==> src/rtl/screen_scanout_pkg.sv <==
// Shared screen constants and the per-position flag bundle used by the scan-out pipeline.
// Latency: none (declarations only).
// Backpressure: none; this package only declares constants and types.
package screen_scanout_pkg;

  // Screen region location and size inside data memory.
  localparam logic [14:0] SCREEN_BASE   = 15'h4000;
  localparam int          SCREEN_WORDS  = 8192;
  localparam int          WORDS_PER_ROW = 32;

  // Default raster timing: 576 clocks per line, 264 lines per frame.
  localparam int DEF_H_ACTIVE = 512;
  localparam int DEF_H_FRONT  = 16;
  localparam int DEF_H_SYNC   = 32;
  localparam int DEF_H_BACK   = 16;
  localparam int DEF_V_ACTIVE = 256;
  localparam int DEF_V_FRONT  = 2;
  localparam int DEF_V_SYNC   = 4;
  localparam int DEF_V_BACK   = 2;

  // Decoded attributes of one raster position, carried down the pipeline.
  typedef struct packed {
    logic vis;  // visible pixel
    logic hs;   // inside hsync window
    logic vs;   // inside vsync window
    logic fs;   // position (0,0)
  } scan_flags_t;

endpackage

==> src/rtl/screen_scanout_if.sv <==
// Screen RAM read port plus video output bundle of the scan-out engine.
// Latency: rdata is expected exactly one clock after rd_en.
// Backpressure: none; the slave side must always answer a read on time.
interface screen_scanout_if;

  logic [12:0] raddr;
  logic        rd_en;
  logic [15:0] rdata;
  logic        pixel;
  logic        active;
  logic        hsync;
  logic        vsync;
  logic        frame_start;

  // Scan-out engine side.
  modport master (
    output raddr, rd_en, pixel, active, hsync, vsync, frame_start,
    input  rdata
  );

  // Memory / display side.
  modport slave (
    input  raddr, rd_en, pixel, active, hsync, vsync, frame_start,
    output rdata
  );

endinterface

==> src/rtl/scan_timing.sv <==
// Raster h/v counters with visible, sync and frame-origin decode.
// Latency: flags are registered alongside the counters; next-position decode is combinational.
// Backpressure: none; free-running once out of reset.
module scan_timing
  import screen_scanout_pkg::*;
#(
  parameter int H_ACTIVE = DEF_H_ACTIVE,
  parameter int H_FRONT  = DEF_H_FRONT,
  parameter int H_SYNC   = DEF_H_SYNC,
  parameter int H_BACK   = DEF_H_BACK,
  parameter int V_ACTIVE = DEF_V_ACTIVE,
  parameter int V_FRONT  = DEF_V_FRONT,
  parameter int V_SYNC   = DEF_V_SYNC,
  parameter int V_BACK   = DEF_V_BACK
) (
  input  logic        clock,
  input  logic        reset,
  output logic        o_fetch_nxt,   // next position starts a 16-pixel word
  output logic        o_origin_nxt,  // next position is (0,0)
  output scan_flags_t o_flags        // flags of the current position
);

  localparam int H_TOTAL = H_ACTIVE + H_FRONT + H_SYNC + H_BACK;
  localparam int V_TOTAL = V_ACTIVE + V_FRONT + V_SYNC + V_BACK;
  localparam int HW      = $clog2(H_TOTAL);
  localparam int VW      = $clog2(V_TOTAL);

  localparam logic [HW-1:0] H_LAST   = HW'(H_TOTAL - 1);
  localparam logic [HW-1:0] H_ACT    = HW'(H_ACTIVE);
  localparam logic [HW-1:0] H_SYN_B  = HW'(H_ACTIVE + H_FRONT);
  localparam logic [HW-1:0] H_SYN_E  = HW'(H_ACTIVE + H_FRONT + H_SYNC);
  localparam logic [VW-1:0] V_LAST   = VW'(V_TOTAL - 1);
  localparam logic [VW-1:0] V_ACT    = VW'(V_ACTIVE);
  localparam logic [VW-1:0] V_SYN_B  = VW'(V_ACTIVE + V_FRONT);
  localparam logic [VW-1:0] V_SYN_E  = VW'(V_ACTIVE + V_FRONT + V_SYNC);

  logic              r_started;
  logic [HW-1:0]     r_h;
  logic [VW-1:0]     r_v;
  logic [HW-1:0]     w_h_nxt;
  logic [VW-1:0]     w_v_nxt;
  scan_flags_t       r_flags;
  scan_flags_t       w_flags_nxt;

  // Next raster position: the first edge out of reset lands on (0,0) so its fetch is not skipped.
  always_comb begin
    w_h_nxt = r_h;
    w_v_nxt = r_v;
    if (!r_started) begin
      w_h_nxt = '0;
      w_v_nxt = '0;
    end else if (r_h == H_LAST) begin
      w_h_nxt = '0;
      w_v_nxt = (r_v == V_LAST) ? '0 : r_v + 1'b1;
    end else begin
      w_h_nxt = r_h + 1'b1;
    end
  end

  // Decode of the next position, registered below so flags line up with the counters.
  always_comb begin
    w_flags_nxt.vis = (w_h_nxt < H_ACT) && (w_v_nxt < V_ACT);
    w_flags_nxt.hs  = (w_h_nxt >= H_SYN_B) && (w_h_nxt < H_SYN_E);
    w_flags_nxt.vs  = (w_v_nxt >= V_SYN_B) && (w_v_nxt < V_SYN_E);
    w_flags_nxt.fs  = (w_h_nxt == '0) && (w_v_nxt == '0);
    o_fetch_nxt     = w_flags_nxt.vis && (w_h_nxt[3:0] == 4'd0);
    o_origin_nxt    = w_flags_nxt.fs;
  end

  // Counter and flag registers.
  always_ff @(posedge clock or negedge reset) begin
    if (!reset) begin
      r_started <= 1'b0;
      r_h       <= '0;
      r_v       <= '0;
      r_flags   <= '0;
    end else begin
      r_started <= 1'b1;
      r_h       <= w_h_nxt;
      r_v       <= w_v_nxt;
      r_flags   <= w_flags_nxt;
    end
  end

  assign o_flags = r_flags;

endmodule

==> src/rtl/screen_scanout.sv <==
// Raster scan-out: walks the screen bitmap, fetches one word per 16 pixels, serialises LSB first.
// Latency: pixel/active/hsync/vsync/frame_start lag the raster counters (and rd_en) by 2 clocks.
// Backpressure: none; rdata must be valid the cycle after rd_en.
module screen_scanout
  import screen_scanout_pkg::*;
#(
  parameter int H_ACTIVE = DEF_H_ACTIVE,
  parameter int H_FRONT  = DEF_H_FRONT,
  parameter int H_SYNC   = DEF_H_SYNC,
  parameter int H_BACK   = DEF_H_BACK,
  parameter int V_ACTIVE = DEF_V_ACTIVE,
  parameter int V_FRONT  = DEF_V_FRONT,
  parameter int V_SYNC   = DEF_V_SYNC,
  parameter int V_BACK   = DEF_V_BACK
) (
  input  logic             clock,
  input  logic             reset,
  screen_scanout_if.master bus
);

  logic        w_fetch_nxt;
  logic        w_origin_nxt;
  scan_flags_t w_s0;
  logic [12:0] w_addr;

  logic [12:0] r_raddr;
  logic [12:0] r_word;     // address of the next word to fetch
  logic        r_rd_en;
  scan_flags_t r_s1;
  logic        r_s1_load;  // rdata carries a fresh word this cycle
  scan_flags_t r_s2;
  logic [15:0] r_shift;
  logic        r_pixel;

  scan_timing #(
    .H_ACTIVE (H_ACTIVE),
    .H_FRONT  (H_FRONT),
    .H_SYNC   (H_SYNC),
    .H_BACK   (H_BACK),
    .V_ACTIVE (V_ACTIVE),
    .V_FRONT  (V_FRONT),
    .V_SYNC   (V_SYNC),
    .V_BACK   (V_BACK)
  ) u_timing (
    .clock        (clock),
    .reset        (reset),
    .o_fetch_nxt  (w_fetch_nxt),
    .o_origin_nxt (w_origin_nxt),
    .o_flags      (w_s0)
  );

  // Running word counter restarts at the frame origin; rows are contiguous so no multiply is needed.
  assign w_addr = w_origin_nxt ? 13'd0 : r_word;

  // Stage 0: issue the read for the position the counters are moving to; raddr holds between reads.
  always_ff @(posedge clock or negedge reset) begin
    if (!reset) begin
      r_rd_en <= 1'b0;
      r_raddr <= '0;
      r_word  <= '0;
    end else begin
      r_rd_en <= w_fetch_nxt;
      if (w_fetch_nxt) begin
        r_raddr <= w_addr;
        r_word  <= w_addr + 13'd1;
      end
    end
  end

  // Stage 1: carry position flags while the read is in flight.
  always_ff @(posedge clock or negedge reset) begin
    if (!reset) begin
      r_s1      <= '0;
      r_s1_load <= 1'b0;
    end else begin
      r_s1      <= w_s0;
      r_s1_load <= r_rd_en;
    end
  end

  // Stage 2: serialise LSB first (leftmost pixel) and register all video outputs together.
  always_ff @(posedge clock or negedge reset) begin
    if (!reset) begin
      r_s2    <= '0;
      r_shift <= '0;
      r_pixel <= 1'b0;
    end else begin
      r_s2 <= r_s1;
      if (r_s1_load) begin
        r_pixel <= r_s1.vis & bus.rdata[0];
        r_shift <= {1'b0, bus.rdata[15:1]};
      end else begin
        r_pixel <= r_s1.vis & r_shift[0];
        r_shift <= {1'b0, r_shift[15:1]};
      end
    end
  end

  assign bus.raddr       = r_raddr;
  assign bus.rd_en       = r_rd_en;
  assign bus.pixel       = r_pixel;
  assign bus.active      = r_s2.vis;
  assign bus.hsync       = r_s2.hs;
  assign bus.vsync       = r_s2.vs;
  assign bus.frame_start = r_s2.fs;

endmodule

==> src/flat_wrapper.sv <==
// flat-port wrapper written by rule: the top's interface ports become plain ports
module screen_scanout_flat import screen_scanout_pkg::*;
#(
  parameter int H_ACTIVE = DEF_H_ACTIVE,
  parameter int H_FRONT  = DEF_H_FRONT,
  parameter int H_SYNC   = DEF_H_SYNC,
  parameter int H_BACK   = DEF_H_BACK,
  parameter int V_ACTIVE = DEF_V_ACTIVE,
  parameter int V_FRONT  = DEF_V_FRONT,
  parameter int V_SYNC   = DEF_V_SYNC,
  parameter int V_BACK   = DEF_V_BACK
)
  (clock, reset, bus_raddr, bus_rd_en, bus_pixel, bus_active, bus_hsync, bus_vsync, bus_frame_start, bus_rdata);
  screen_scanout_if bus_i ();
  input  logic clock;
  input  logic reset;
  output wire logic [$bits(bus_i.raddr)-1:0] bus_raddr;
  output wire logic [$bits(bus_i.rd_en)-1:0] bus_rd_en;
  output wire logic [$bits(bus_i.pixel)-1:0] bus_pixel;
  output wire logic [$bits(bus_i.active)-1:0] bus_active;
  output wire logic [$bits(bus_i.hsync)-1:0] bus_hsync;
  output wire logic [$bits(bus_i.vsync)-1:0] bus_vsync;
  output wire logic [$bits(bus_i.frame_start)-1:0] bus_frame_start;
  input wire logic [$bits(bus_i.rdata)-1:0] bus_rdata;
  assign bus_raddr = bus_i.raddr;
  assign bus_rd_en = bus_i.rd_en;
  assign bus_pixel = bus_i.pixel;
  assign bus_active = bus_i.active;
  assign bus_hsync = bus_i.hsync;
  assign bus_vsync = bus_i.vsync;
  assign bus_frame_start = bus_i.frame_start;
  assign bus_i.rdata = bus_rdata;
  screen_scanout #(.H_ACTIVE(H_ACTIVE), .H_FRONT(H_FRONT), .H_SYNC(H_SYNC), .H_BACK(H_BACK), .V_ACTIVE(V_ACTIVE), .V_FRONT(V_FRONT), .V_SYNC(V_SYNC), .V_BACK(V_BACK)) u_core (.clock(clock), .reset(reset), .bus(bus_i));
endmodule
==> config.mk <==
export PLATFORM = sky130hd
export DESIGN_NAME = screen_scanout_flat
export DESIGN_NICKNAME = d
export VERILOG_FILES = /design/src/rtl/screen_scanout_pkg.sv /design/src/rtl/screen_scanout_if.sv /design/src/rtl/scan_timing.sv /design/src/rtl/screen_scanout.sv /design/src/flat_wrapper.sv
export SDC_FILE = /design/constraint.sdc
export NUM_CORES = 1
export LEC_CHECK = 0
export CAP_MARGIN = 20
export CORE_AREA = 5 5 160 85
export DETAILED_ROUTE_END_ITERATION = 10
export DIE_AREA = 0 0 165 90
export SETUP_SLACK_MARGIN = 0.2
export SLEW_MARGIN = 25
export SYNTH_ARGS = -nofsm -noshare
export SYNTH_HDL_FRONTEND = slang
export SYNTH_HIERARCHICAL = 1
export SYNTH_SLANG_ARGS = --single-unit
==> constraint.sdc <==
create_clock -name clock -period 3.85 [get_ports clock]
set_input_delay 0.5775 -clock clock [delete_from_list [all_inputs] [get_ports clock]]
set_output_delay 0.5775 -clock clock [all_outputs]
set_load 0.02 [all_outputs]
After elaboration in Yosys (flattened, before gate mapping). Index checks and enable logic that the tools add are counted. W data, S select, Z words.

Register bits after elaboration: 77. Bits of input ports: 18. Output and inout bits: 19. Word-level logic and storage cells: 50.

Magnitude comparators: 6. Multiplexer cells: 8. Eq/ne operators: 2. Bitwise operators: 2. Reductions and logical operators: 8. Add/subtract/negate cells: 3.

Operators with widths (number): $mux W9 (3); $lt A10 B10 Y1 const B (2); $mux W10 (2); $lt A9 B9 Y1 const B (2); $mux W15 (1); $add A13 B1 Y13 const B (1); $mux W13 (1); $add A10 B1 Y10 const B (1); $eq A10 B10 Y1 const B (1); $ge A10 B10 Y1 const B (1); $logic_not A10 Y1 (1); $add A9 B1 Y9 const B (1); $eq A9 B9 Y1 const B (1); $ge A9 B9 Y1 const B (1); $logic_not A9 Y1 (1); $logic_and A1 B1 Y1 (5); $logic_not A4 Y1 (1); $and A1 B1 Y1 (2); $mux W1 (1).

Depth between registers and ports, before layout. Gate-level depths: netlist (run 1).

Depth after elaboration: 8. Depth in mapped cells: 14. Gate-level depth less buffers: 12.

Modules after synthesis. The synthesis (run 1) kept the hierarchy.

Modules (own cells, without submodules): screen_scanout (area an instance 2109.5 µm², cells each 166, times used 1, seq. area each 1301.2 µm²); scan_timing (area an instance 1428.9 µm², cells each 158, times used 1, seq. area each 600.6 µm²).

Worst setup path before layout (run 1). OpenSTA, ideal clock, no wires.

Path kind: register to register. Start point: register u_core.u_timing.r_h[6]. End point: register u_core.r_word[6]. Stages on the path, launching flop included: 14. Buffers on the path: 2. Period minus slack after synthesis: 3578 ps. Setup slack: 272 ps. Setup time: 69 ps. Data arrival time: 3509 ps. Required time: 3781 ps. Cells stage by stage: dfrtp_1 buf_6 or3_4 or3_4 or4_2 a21oi_2 or4_4 a2111oi_4 buf_6 nor2b_1 ha_1 nand4b_2 or4_1 nand3_1.

Longest elaborated chain between the ends: 7. Elaborated cells between the ends (all ways): 16. Classes of those cells: add/sub: 2; order compare: 2; eq/ne: 1; mux: 5; reduce/logical: 6.

Ends and longest elaborated chain: start: declaration (line scan_timing.sv:38) `logic [HW-1:0] r_h;`; start signal: assignment (line scan_timing.sv:79) `r_h <= w_h_nxt;`; $eq A10 B10 Y1 (line scan_timing.sv:52) `end else if (r_h == H_LAST) begin`; $mux W9 (line scan_timing.sv:52); $mux W9 (line scan_timing.sv:49) `if (!r_started) begin`; via u_core.u_timing.w_v_nxt[3] (line scan_timing.sv:41) `logic [VW-1:0] w_v_nxt;`; $logic_not A9 Y1 (line scan_timing.sv:65) `w_flags_nxt.fs = (w_h_nxt == '0) && (w_v_nxt == '0);`; $logic_and A1 B1 Y1 (line scan_timing.sv:65); via u_core.w_origin_nxt (line screen_scanout.sv:22) `logic w_origin_nxt;`; $mux W13 (line screen_scanout.sv:53) `assign w_addr = w_origin_nxt ? 13'd0 : r_word;`; via u_core.w_addr[0] (line screen_scanout.sv:24) `logic [12:0] w_addr;`; $add A13 B1 Y13 (line screen_scanout.sv:65) `r_word <= w_addr + 13'd1;`; end signal: assignment (line screen_scanout.sv:65); end: declaration (line screen_scanout.sv:27) `logic [12:0] r_word;`.

The timed path passes the listed nets, and every way through them passes these cells. A chain may end at the register's enable or synchronous reset.

Worst setup path after layout (run 1).
Start point: register u_core.u_timing.r_h[7]. End point: register u_core.r_word[6].

Same word-level chain as after synthesis.

==> run summary, run 1 <==
Avg WL per Cell = 15.28 um
Post-Place Cells = 524
Core ar. = 0.01219 mm^2
Chip height = 90 um
Detail Placement HPWL = 5701 um
First-pass GRT wire length = 13,660 um
Vias per inst = 4.789
Hold Path Class = in -> async
Initial core utilization = 29.02%
Global Route Usage Sum = 11.66%
Skew-Pair Late Insertion Delay = 340 ps
DRT antenna net count = 0
Combinational power share = 8.9%
IO buf count = 36
Setup-failing EPs final = 0
Leak = 1.830 nW
Number of synthesized register bits = 76
Layout net count = 387
Minimum clock period = 3576 ps
Max frequency = 279.7 MHz
H-Tree Depth = 3
I/O pin count = 37
Clk sinks = 76
Root Driver = clkbuf_16
DR DRC count = 0
Finished Core Util = 36.28%
Synth Flop Type = dfrtp_1
Psw = 0.4836 mW
Hold_buf cts = 0
DRT Pass-1 Iters = 5
Dpl cell area = 0.004084 mm^2
Critical path peak fanout = 7
Crit Path Class = reg -> reg
Antenna violations before repair = 0
Tot Pwr = 1.861 mW
Proportion of layout cells with a drive suffix above 1 = 17.79%
Post-Layout Cell Count = 541
Maximum vdd drop = 0.2278 mV
GRT overflow = 0
Crit. End Element = flop
Seq pwr share = 47.2%
Row cnt = 29
Outcome = finished clean
Vias in the first global route = 2,483
Hold Vio Cnt, Final = 0
Mapped Area = 0.003538 mm^2
Commonest non-fill, non-tap cells in the layout = dfrtp_1 (75), clkdlybuf4s50_1 (35), nand2_1 (30)
Max Buffers Root-to-Sink = 2
Post-Syn Instances = 324
Final Max Tran Viols = 0
Most common cell after layout, fill and taps aside = dfrtp_1
Period utilization = 92.88%
Number of DRC markers in iteration 0 = 208
Clock Skew = 6.513 ps
Slew HR = 52.84%
EDFF count, synth = 0
Crit path required time = 4120 ps
Area grow syn2layout = 25.00%
Reg2reg setup slack = 270 ps
Arrival time worst endpoint = 3850 ps
Die area = 0.01485 mm^2
Fin Setup TNS = 0 ps
Ant diodes = 0
CTS tree = yes
Synth cell types = 56
Final Routed Wirelength = 8265 um
Gp weighted congestion = 0.9346
Die Span X = 165 um
Avg Inst Size Synth = 10.92 um^2
Post-route cell area = 0.004423 mm^2
RSZ-0062 raised after global routing = no
# fillers = 1,206
Sw Share = 25.98%
Startpoint Class = flop
Fraction of registers with async set/reset = 100.0%
Post-synthesis sequential area ratio = 53.75%
Clock share of power = 43.9%
Clk slew on worst S/H paths = 70 ps
PD cells = 420.8 mW/mm^2
Largest net degree at the start of global routing = 77
Synth warnings = 6
Net Count, Synth = 345
Cell Int Power = 1.378 mW
Slew at the pin closest to its max-slew limit = 707.4 ps
Via count = 2,591
Max-cap violations = 0
CTS buffer count = 9
## synth_stat cells (all sizes together), types with 2 or more instances
cell    instances  area, um^2
or4             8       68.82
a21oi           9       48.80
o21ai          18       97.59
nor2b           7       43.79
nor2           20       75.07
inv            15       56.30
o31ai           3       22.52
buf             9       66.31
o21a            2       15.01
or3             4       35.03
mux2i           4       40.04
a31oi           4       25.02
dfrtp          76        1902
mux2           19       214.0
nand3          16       80.08
nor3            4       20.02
nand4b          3       53.80
xor2            4       35.03
and2            3       18.77
ha              3       37.54
nand2          31       118.9
xnor2          14       122.6
nor4            7       43.79
and3            2       13.77
clkbuf          5       18.77
nand4           6       37.54
nand2b          4       25.02
nand3b          7       52.55
## power groups by stage
stage | clock network (mW) | logic, mW | registers, mW
final | 0.817 | 0.165 | 0.879
after global routing | 0.890 | 0.181 | 0.886
after CTS | 0.852 | 0.163 | 0.878
after detailed placement | 0 | 0.162 | 0.892
after global placement | 0 | 0.161 | 0.890
after floorplan | 0 | 0.0929 | 0.883
## metrics by stage
stage | worst slack [ps] | hold slack [ps]
detailed placement | 233.4 | 334.7
CTS | 228.1 | 348.8
global route | 185.4 | 327.2
floorplan | 271.5 | 281.9
finish | 274.2 | 256.0
global placement | 299.5 | 332.9
## layer usage
| layer | vias to the layer above | global-route usage [%] | wire length, um |
|---|---|---|---|
| met3 | 10 | 4.433 | 725 |
| met1 | 1263 | 18.87 | 4379 |
| met5 | - | 0 | 0 |
| met2 | 90 | 13.87 | 3117 |
| li1 | 1228 | - | - |
| met4 | 0 | 2.976 | 42 |
## kinds of logic (layout without fill, tap and decap cells)
| kind of cell | count (synthesis) | count (layout) | synth area share, % |
|---|---|---|---|
| AOI/OAI and AO/OA | 47 | 47 | 9.017 |
| xor gates and xnor gates | 18 | 18 | 4.455 |
| adders and majority gates | 3 | 3 | 1.061 |
| buffers and inverters | 30 | 77 | 4.102 |
| DFF | 76 | 76 | 53.75 |
| muxes | 23 | 23 | 7.178 |
| other | 1 | 1 | 0.1060 |
| and+or+nand+nor | 126 | 126 | 20.33 |
## sequential cells by signal, indices dropped and copies added, names as in the netlist, 4 cells and up
name / flops
u_core/bus.raddr: 13
u_core/u_timing/r_h: 10
u_core/u_timing/o_flags: 4
u_core/u_timing/r_v: 9
u_core/r_s1: 4
u_core/r_word: 13
u_core/r_shift: 15
## final cells by class
cell class	instances	area [um^2]	share of cell area, %
multi-input cells	218	1528	34.54
clock inverters	7	65.06	1.471
flip-flops and latches	76	1903	43.03
clock buffers	9	225.2	5.092
well taps	170	212.7	4.809
inverters	16	60.06	1.358
repair buffers	45	429.2	9.703
## final timing paths
check,from,cells past startpoint,end
worst max-delay path,u_core/u_timing/r_h[7],11,u_core/r_word[6]
worst min-delay path,reset,1,u_core/u_timing/r_started
worst max register to register,u_core/u_timing/r_h[7],11,u_core/r_word[6]
worst min register to register,u_core/r_s1[1],0,u_core/bus.vsync
max in group asynchronous,reset,1,u_core/r_shift[8]
min in group clock,u_core/r_s1[1],0,u_core/bus.vsync
## critical path, stage by stage (launching register included)
cell and delay [ps]:
dfrtp_2 450, or3_4 400, or3_4 390, or4_2 660
a21oi_2 170, or4_4 170, a2111oi_4 50, nor2b_1 200
ha_2 270, nand4b_4 150, or4_1 500, nand3_1 100
## timing repair
action	in CTS	in global routing
setup endpoints to repair	0	10
buffers inserted	0	1
resized for setup	0	7
No activity file was read; power rests on OpenSTA's default activity.
==> inputs of run 2 (changes only) <==
- SETUP_SLACK_MARGIN: 0.2 -> 0.05
==> run 2 against run 1 <==
  * Combinational power decreased by 2%
  * Sequential power about the same
  * Worst hold slack got worse by 2.7 ps
  * Clock power about the same
  * Final cell count decreased by 0.18%
  * Die area unchanged
  * Via count increased by 0.19%
  * Largest power group unchanged
  * Setup slack got worse by 62 ps
  * Power decreased by 0.16%
==> run summary, run 2 (synthesis gave the netlist of run 1 again) <==
DRT antenna net count = 0 (unchanged)
Max Buffers Root-to-Sink = 2 (unchanged)
Root Driver = clkbuf_16 (unchanged)
Gr busiest metal = met1 (unchanged)
Ant diodes = 0 (unchanged)
Met3 Usage GRT = 4.433% (unchanged)
H-Tree Depth = 3 (unchanged)
Post-Place Cells = 524 (unchanged)
# Post-CTS Setup Buffers = 0 (unchanged)
Dpl cell area = 0.004084 mm^2 (unchanged)
Vias per inst = 4.807 (was 4.789)
Area grow syn2layout = 24.15% (was 25.00%)
Reg with most FFs = u_core/r_shift (unchanged)
Crit Path Class = reg -> reg (unchanged)
Number of DRC markers in iteration 0 = 256 (was 208)
Fin Setup TNS = 0 ps (unchanged)
DRT Pass-1 Iters = 5 (unchanged)
IO buf count = 36 (unchanged)
Hold_buf cts = 0 (unchanged)
Met1 usage = 18.87% (unchanged)
Proportion of layout cells with a drive suffix above 1 = 17.03% (was 17.79%)
Max-cap violations = 0 (unchanged)
Detail Placement HPWL = 5701 um (unchanged)
Outcome = finished clean (unchanged)
DR DRC count = 0 (unchanged)
RSZ-0062 raised after global routing = no (unchanged)
First-pass GRT wire length = 13,660 um (unchanged)
Die Span X = 165 um (unchanged)
Layout net count = 386 (was 387)
Slew HR = 52.88% (was 52.84%)
Antenna violations before repair = 0 (unchanged)
Leak = 1.812 nW (was 1.830 nW)
Hold Vio Cnt, Final = 0 (unchanged)
Most common cell after layout, fill and taps aside = dfrtp_1 (unchanged)
Vias in the first global route = 2,483 (unchanged)
Arrival time worst endpoint = 3910 ps (was 3850 ps)
GR Util met2 = 13.87% (unchanged)
Startpoint Class = flop (unchanged)
Final Max Tran Viols = 0 (unchanged)
Skew-Pair Late Insertion Delay = 340 ps (about the same)
Period utilization = 94.50% (was 92.88%)
Clk slew on worst S/H paths = 70 ps (about the same)
Clk sinks = 76 (unchanged)
Post-Layout Cell Count = 540 (was 541)
CTS tree = yes (unchanged)
Row cnt = 29 (unchanged)
Clock Skew = 7.541 ps (was 6.513 ps)
Crit. End Element = flop (unchanged)
Hold Path Class = in -> async (unchanged)
Initial core utilization = 29.02% (unchanged)
Minimum clock period = 3638 ps (was 3576 ps)
Max frequency = 274.9 MHz (was 279.7 MHz)
Post-route cell area = 0.004393 mm^2 (was 0.004423 mm^2)
Setup-failing EPs final = 0 (unchanged)
Slew at the pin closest to its max-slew limit = 706.8 ps (was 707.4 ps)
GRT overflow = 0 (unchanged)
Max FFs per register = 15 (unchanged)
Critical path peak fanout = 7 (unchanged)
Core ar. = 0.01219 mm^2 (unchanged)
Crit path required time = 4130 ps (was 4120 ps)
CTS buffer count = 9 (unchanged)
Die area = 0.01485 mm^2 (unchanged)
Gp weighted congestion = 0.9346 (unchanged)
Avg WL per Cell = 15.18 um (was 15.28 um)
Final Routed Wirelength = 8195 um (was 8265 um)
Maximum vdd drop = 0.2278 mV (about the same)
Chip height = 90 um (unchanged)
Via count = 2,596 (was 2,591)
Commonest non-fill, non-tap cells in the layout = dfrtp_1 (76), clkdlybuf4s50_1 (35), nand2_1 (30) (was dfrtp_1 (75), clkdlybuf4s50_1 (35), nand2_1 (30))
I/O pin count = 37 (unchanged)
Global Route Usage Sum = 11.66% (unchanged)
PD cells = 423.0 mW/mm^2 (was 420.8 mW/mm^2)
Finished Core Util = 36.03% (was 36.28%)
Largest net degree at the start of global routing = 77 (unchanged)
==> run 2: report_power, final <==
group | internal, mW | leakage [nW] | total [mW] | switching, mW
combinational | 0.0811 | 0.686 | 0.161 | 0.0796
sequential | 0.840 | 0.985 | 0.878 | 0.0378
clock | 0.453 | 0.141 | 0.820 | 0.366
==> run 2: worst paths after layout <==
check / slack [ps] / cells after the start / from / end
worst min register to register: 350 / 0 / u_core/r_s1[1] / u_core/bus.vsync
worst min-delay path: 250 / 1 / reset / u_core/u_timing/r_started
max in group asynchronous: 3090 / 1 / reset / u_core/r_shift[12]
worst max-delay path: 210 / 11 / u_core/u_timing/r_h[7] / u_core/r_word[6]
min in group clock: 350 / 0 / u_core/r_s1[1] / u_core/bus.vsync
worst max register to register: 210 / 11 / u_core/u_timing/r_h[7] / u_core/r_word[6]
==> run 2: critical path, cell delays in order, from the launching register on <==
cell and delay (ps):
dfrtp_1 450, or3_4 410, or3_4 390, or4_2 660, a21oi_2 170, or4_4 160
a2111oi_4 50, nor2b_1 190, ha_1 280, nand4b_2 200, or4_1 520, nand3_1 100
==> run 2: layout make-up <==
| type | instances | area, um^2 |
|---|---|---|
| well taps | 170 | 212.7 |
| multi-input cells | 218 | 1506 |
| repair buffers | 44 | 421.7 |
| fillers | 1208 | 7799 |
| inverters | 16 | 60.06 |
| clock buffers | 9 | 225.2 |
| flip-flops and latches | 76 | 1902 |
| clock inverters | 7 | 65.06 |
==> run 2: through the flow <==
step,setup WS (ps),power (mW),hold slack [ps]
floorplan,271.5,0.9762,281.9
global placement,299.5,1.051,332.9
detailed placement,233.4,1.054,334.7
CTS,228.1,1.894,348.8
global route,51.37,1.951,327.2
finish,211.7,1.858,253.3
==> run 2: what timing repair did <==
action                                  in CTS  in global routing
gates resized for setup                      0                  3
hold endpoints to repair                     0                  0
endpoints found under the setup margin       0                  5
==> run 2: per-layer routing <==
layer | share of wire [%] | vias to the layer above
met3 | 9.1 | 8
met4 | 0.51 | 0
met2 | 37 | 107
met5 | 0 | -
li1 | - | 1223
met1 | 53 | 1258
